File: src/rtl/blockram_fill_evict_ctrl.sv
// Lookup/fill controller for a 1-cycle-latency dual-port block RAM with an evict FIFO.
// Optional macro EVICT_SKIP_INVALID_EN: per-set valid bits suppress evicts of never-filled sets.
module blockram_fill_evict_ctrl #(
    parameter int SINGLE_ELEMENT_SIZE_IN_BITS = 64,
    parameter int NUMBER_SET                  = 64,
    parameter int SET_PTR_WIDTH_IN_BITS       = 6,
    parameter int EVICT_QUEUE_DEPTH           = 4
) (
    input  logic                                   clk_in,
    input  logic                                   reset_in,
    input  logic                                   lookup_valid_in,
    input  logic [SET_PTR_WIDTH_IN_BITS-1:0]       lookup_set_addr_in,
    output logic                                   lookup_valid_out,
    output logic [SINGLE_ELEMENT_SIZE_IN_BITS-1:0] lookup_element_out,
    input  logic                                   fill_valid_in,
    input  logic [SET_PTR_WIDTH_IN_BITS-1:0]       fill_set_addr_in,
    input  logic [SINGLE_ELEMENT_SIZE_IN_BITS-1:0] fill_element_in,
    output logic                                   fill_ready_out,
    output logic                                   evict_valid_out,
    output logic [SET_PTR_WIDTH_IN_BITS-1:0]       evict_set_addr_out,
    output logic [SINGLE_ELEMENT_SIZE_IN_BITS-1:0] evict_element_out,
    input  logic                                   evict_ready_in,
    output logic                                   ram_read_en_out,
    output logic [SET_PTR_WIDTH_IN_BITS-1:0]       ram_read_set_addr_out,
    input  logic [SINGLE_ELEMENT_SIZE_IN_BITS-1:0] ram_read_element_in,
    output logic                                   ram_write_en_out,
    output logic [SET_PTR_WIDTH_IN_BITS-1:0]       ram_write_set_addr_out,
    output logic [SINGLE_ELEMENT_SIZE_IN_BITS-1:0] ram_write_element_out,
    input  logic [SINGLE_ELEMENT_SIZE_IN_BITS-1:0] ram_evict_element_in
);
    localparam int PTR_W = (EVICT_QUEUE_DEPTH > 1) ? $clog2(EVICT_QUEUE_DEPTH) : 1;
    localparam int CNT_W = PTR_W + 1;

    if (NUMBER_SET > (1 << SET_PTR_WIDTH_IN_BITS)) begin : g_bad_set_cfg
        $error("NUMBER_SET does not fit in SET_PTR_WIDTH_IN_BITS");
    end
    if ((EVICT_QUEUE_DEPTH < 2) || ((EVICT_QUEUE_DEPTH & (EVICT_QUEUE_DEPTH - 1)) != 0)) begin : g_bad_depth_cfg
        $error("EVICT_QUEUE_DEPTH must be a power of two and at least 2");
    end

    logic                                   lookup_valid_q;
    logic                                   pending_q;
    logic [SET_PTR_WIDTH_IN_BITS-1:0]       fill_addr_q;
    logic [PTR_W-1:0]                       wr_ptr_q, wr_ptr_d;
    logic [PTR_W-1:0]                       rd_ptr_q, rd_ptr_d;
    logic [CNT_W-1:0]                       count_q, count_d;
    logic [SET_PTR_WIDTH_IN_BITS-1:0]       addr_mem_q [EVICT_QUEUE_DEPTH];
    logic [SINGLE_ELEMENT_SIZE_IN_BITS-1:0] data_mem_q [EVICT_QUEUE_DEPTH];

    logic           lookup_fire;
    logic           fill_fire;
    logic           push;
    logic           pop;
    logic [CNT_W:0] occupancy;

    // Stage T: acceptance and RAM command
    assign lookup_fire    = lookup_valid_in & ~reset_in;
    assign occupancy      = {1'b0, count_q} + {{CNT_W{1'b0}}, pending_q};
    assign fill_ready_out = ~reset_in & (occupancy < (CNT_W + 1)'(EVICT_QUEUE_DEPTH));
    assign fill_fire      = fill_valid_in & fill_ready_out;

    assign ram_read_en_out        = lookup_fire | fill_fire;
    assign ram_write_en_out       = fill_fire;
    assign ram_read_set_addr_out  = reset_in ? '0 :
                                    (lookup_fire ? lookup_set_addr_in : fill_set_addr_in);
    assign ram_write_set_addr_out = reset_in ? '0 : fill_set_addr_in;
    assign ram_write_element_out  = reset_in ? '0 : fill_element_in;

    // Stage T+1: lookup response and evict capture
    assign lookup_valid_out   = lookup_valid_q & ~reset_in;
    assign lookup_element_out = lookup_valid_out ? ram_read_element_in : '0;

`ifdef EVICT_SKIP_INVALID_EN
    logic [NUMBER_SET-1:0] set_valid_q;
    logic                  was_valid_q;

    always_ff @(posedge clk_in) begin
        if (reset_in) begin
            set_valid_q <= '0;
            was_valid_q <= 1'b0;
        end else if (fill_fire) begin
            set_valid_q[fill_set_addr_in] <= 1'b1;
            was_valid_q                   <= set_valid_q[fill_set_addr_in];
        end
    end

    // A never-filled set holds garbage, so its eviction is dropped; pending still reserves the slot.
    assign push = pending_q & was_valid_q & ~reset_in;
`else
    assign push = pending_q & ~reset_in;
`endif

    // Evict FIFO
    assign evict_valid_out    = ~reset_in & (count_q != '0);
    assign pop                = evict_valid_out & evict_ready_in;
    assign evict_set_addr_out = evict_valid_out ? addr_mem_q[rd_ptr_q] : '0;
    assign evict_element_out  = evict_valid_out ? data_mem_q[rd_ptr_q] : '0;

    always_comb begin
        wr_ptr_d = wr_ptr_q + PTR_W'(push);
        rd_ptr_d = rd_ptr_q + PTR_W'(pop);
        count_d  = count_q;
        case ({push, pop})
            2'b10:   count_d = count_q + 1'b1;
            2'b01:   count_d = count_q - 1'b1;
            default: count_d = count_q;
        endcase
    end

    always_ff @(posedge clk_in) begin
        if (reset_in) begin
            lookup_valid_q <= 1'b0;
            pending_q      <= 1'b0;
            wr_ptr_q       <= '0;
            rd_ptr_q       <= '0;
            count_q        <= '0;
        end else begin
            lookup_valid_q <= lookup_fire;
            pending_q      <= fill_fire;
            wr_ptr_q       <= wr_ptr_d;
            rd_ptr_q       <= rd_ptr_d;
            count_q        <= count_d;
        end
    end

    always_ff @(posedge clk_in) begin
        if (fill_fire) begin
            fill_addr_q <= fill_set_addr_in;
        end
        if (push) begin
            addr_mem_q[wr_ptr_q] <= fill_addr_q;
            data_mem_q[wr_ptr_q] <= ram_evict_element_in;
        end
    end
endmodule

File: config.mk
export PLATFORM = sky130hd
export DESIGN_NAME = blockram_fill_evict_ctrl
export DESIGN_NICKNAME = d
export VERILOG_FILES = /design/src/rtl/blockram_fill_evict_ctrl.sv
export SDC_FILE = /design/constraint.sdc
export NUM_CORES = 1
export LEC_CHECK = 0
export BUFFER_PORTS_ARGS = -buffer_cell sky130_fd_sc_hd__buf_2
export CAP_MARGIN = 10
export CELL_PAD_IN_SITES_DETAIL_PLACEMENT = 1
export CELL_PAD_IN_SITES_GLOBAL_PLACEMENT = 1
export CORE_MARGIN = 2
export CORE_UTILIZATION = 45
export CTS_BUF_LIST = sky130_fd_sc_hd__clkbuf_4 sky130_fd_sc_hd__clkbuf_8
export CTS_CLUSTER_SIZE = 25
export DETAILED_ROUTE_END_ITERATION = 8
export GPL_TIMING_DRIVEN = 1
export PLACE_DENSITY_LB_ADDON = 0.1
export RECOVER_POWER = 25
export SYNTH_ARGS = -nofsm -noshare
export SYNTH_HDL_FRONTEND = slang
export SYNTH_SLANG_ARGS = --single-unit
File: constraint.sdc
create_clock -name clk_in -period 16.2 [get_ports clk_in]
set_input_delay 3.24 -clock clk_in [delete_from_list [all_inputs] [get_ports clk_in]]
set_output_delay 3.24 -clock clk_in [all_outputs]
set_load 0.02 [all_outputs]
==> results.txt <==
R2r startpoint: count_q[2]$_SDFFE_PP0P_
Final setup TNS: 0 ns
Cell Area, Synth: 0.01223 mm^2
Total of max-cap violations: 0
Initial antenna violation count: 18
Post-cts sizing count: 0
Sw power: 380.1 uW
Maximum VDD drop: 47.65 uV
P_int: 1.264 mW
GP Congestion: 0.8821
Nets: 1310
Worst setup SP type: input port
Cell count of the worst hold path: 0
Chip height: 168.8 um
Clock Path Buffers: 3
Fin util: 57.78%
Die width: 168.8 um
Endpoints failing setup: 0
DRC Markers: 0
Cell area after layout: 0.01549 mm^2
Final critical-path share of the clock period: 52.27%
Number of buffers created by CTS: 47
DP Wirelength: 28.43 mm
Min Hold Slack: 0.5192 ns
Static Leak: 6.031 nW
Setup Buffers After CTS: 0
Hold Vio Cnt, Final: 0
# hold bufs at CTS: 0
Run status: finished clean
Max_slew headroom: 39.03%
CP Capture Type: primary output
Flops & latches, synth: 295
Starting Density: 45.62%
Vias: 7755
Vias per inst: 5.258
Clock share of power: 39.0%
TritonCTS clock tree: yes
Vias in the first global route: 7978
Ratio of cells with drive above 1 in the final layout: 47.35%
Terminus of the critical flop-to-flop path: count_q[2]$_SDFFE_PP0P_
Sw Ratio: 23.11%
H-Tree Depth: 2
Initial DRC count: 710
Overflow after GRT: 0
Gr usage total: 26.77%
Post-synth top area share: 70.25%
Routed wire per std cell: 26.07 um
Die ar.: 0.02850 mm^2
CTS Root Cell: clkbuf_8
Worst Hold Class: flop to flop
Most numerous cell in the Yosys netlist: edfxtp_1
Worst-margin pin slew: 0.9145 ns
Area of the core: 0.02680 mm^2
Slew Limit Fails: 0
Drt first pass iters: 5
Syn. warnings: 0
Synth cell types: 28
Post-synth EDFFs: 286
Routed WL: 38.45 mm
# fillers: 2679
Unrepaired setup endpoints after global routing: false
Clk_skew: 0.02839 ns
IO Pins: 424
Sequential fraction of the synthesis area: 71.72%
WP data required: 12.96 ns
Largest net degree at the start of global routing: 83
Worst Setup SP: reset_in
Placement Rows: 60
Crit path to: evict_element_out[47]
Avg Cell Area, Syn: 18.69 um^2
Logic pwr share: 9.2%
List of most frequent post-synthesis cells: edfxtp_1, and2_1, nor2b_1
WS Path Type: input port to primary output
Worst reg-to-reg setup slack: 13.08 ns
Final period demand of the worst path: 8.467 ns
Async SR Flop Fraction: 0%
Remaining antenna violation count after routing: 0
Clk slew on worst S/H paths: 0.06 ns
Clk sinks: 295
Synth Net Count: 867
First-pass GRT wire length: 54.14 mm
Critical Path AT: 5.23 ns
Port Buffers: 423
Crit-path max FO: 82
PD cells: 106.2 mW/mm^2
Sequential fraction of design power: 51.8%
Area Overhead vs Synth: 26.67%
Post-Synthesis Cells: 654
Cells on worst reg2reg path: 10
Min-delay src: fill_addr_q[0]$_DFFE_PP_
Worst skew pair latency: 0.56 ns
Leading register cell type out of synthesis: edfxtp_1
Max frequency: 118.1 MHz
Synth area leaders: edfxtp_1, mux4_2, and2_1
Leading area contributor after synthesis: edfxtp_1
Placed cell area: 0.01461 mm^2
[power by group through the flow]
stage / combinational, mW / clock (mW) / sequential, mW
2_1_floorplan: 0.0830 / 0 / 0.866
3_3_place_gp: 0.152 / 0 / 0.868
3_5_place_dp: 0.154 / 0 / 0.869
5_1_grt: 0.161 / 0.681 / 0.853
4_1_cts: 0.155 / 0.652 / 0.853
6_report: 0.151 / 0.641 / 0.852
[state kept, by name (all words and copies together), names as in the netlist]
register,count
rd_ptr_q,2
addr_mem_q,24
lookup_valid_q,1
pending_q,1
data_mem_q,256
count_q,3
wr_ptr_q,2
fill_addr_q,6
[area by class of cell]
| class | instances | area [um^2] | area share, % |
|---|---|---|---|
| flip-flops and latches | 295 | 8776 | 56.67 |
| multi-input cells | 314 | 3186 | 20.57 |
| repair buffers | 434 | 2131 | 13.76 |
| clock buffers | 64 | 780.7 | 5.042 |
| well taps | 341 | 426.7 | 2.755 |
| clock inverters | 18 | 157.7 | 1.018 |
| inverters | 5 | 18.77 | 0.1212 |
| diodes | 4 | 10.01 | 0.06464 |
[through the flow]
stage,power [mW],worst slack (ns),cells
2_1_floorplan,0.9487,6.877,654
3_3_place_gp,1.019,7.778,1389
3_5_place_dp,1.023,7.671,1389
4_1_cts,1.660,7.667,1471
5_1_grt,1.696,7.530,1473
6_report,1.644,7.733,1475
[placed cells by master (no fill, tap or decap)]
| master | instances |
|---|---|
| nor3_1 | 1 |
| bufinv_16 | 3 |
| clkinvlp_4 | 1 |
| dfxtp_1 | 7 |
| inv_1 | 5 |
| clkbuf_4 | 16 |
| fa_1 | 1 |
| or2_2 | 1 |
| a21oi_1 | 2 |
| clkbuf_1 | 55 |
| clkinv_2 | 2 |
| ha_1 | 3 |
| dfxtp_4 | 2 |
| o21ai_0 | 1 |
| nor3b_2 | 1 |
| nand2_1 | 1 |
| clkinv_1 | 11 |
| or3_1 | 1 |
| nor2b_1 | 72 |
| nor2_4 | 2 |
| xor2_1 | 2 |
| nor2b_2 | 1 |
| a311oi_1 | 1 |
| and2_1 | 137 |
| nand2b_1 | 2 |
| nor2_1 | 5 |
| and3_4 | 1 |
| buf_2 | 368 |
| buf_4 | 11 |
| mux4_2 | 70 |
| edfxtp_1 | 286 |
| xnor2_1 | 2 |
| diode_2 | 4 |
| mux2_2 | 6 |
| inv_6 | 1 |
| nor3_2 | 1 |
| clkbuf_8 | 48 |
[logic make-up (layout without fill, tap and decap cells)]
logic type / Yosys count / count (layout) / share of synthesized area, %
DFF: 295 / 295 / 71.72
and+or+nand+nor: 226 / 226 / 11.39
muxes: 76 / 76 / 13.45
buffers and inverters: 45 / 521 / 2.487
adders and majority gates: 4 / 4 / 0.4708
AOI/OAI and AO/OA: 4 / 4 / 0.1944
xor gates and xnor gates: 4 / 4 / 0.2866
other: 0 / 4 / 0
[layer usage]
metal,share of wire (%),global-route usage [%],up-vias
met3,11,9.750,59
met1,38,35.72,3946
met2,48,41.66,378
li1,-,-,3364
met5,0.14,0,-
met4,2.3,7.796,8
[critical path, stage by stage]
cell and delay (ns):
buf_2 0.10, buf_4 0.33, nor2_4 0.62, buf_4 0.46
and2_1 0.20, buf_2 0.16
[how the worst min path moves through the flow]
stage / to / slack (ns)
floorplan: addr_mem_q[0][0]$_DFFE_PP_ / 0.46
CTS: addr_mem_q[0][0]$_DFFE_PP_ / 0.53
detailed placement: addr_mem_q[0][0]$_DFFE_PP_ / 0.52
finish: addr_mem_q[2][0]$_DFFE_PP_ / 0.52
global route: addr_mem_q[0][3]$_DFFE_PP_ / 0.55
global placement: addr_mem_q[2][3]$_DFFE_PP_ / 0.48
(Power assumes the default switching activity.)
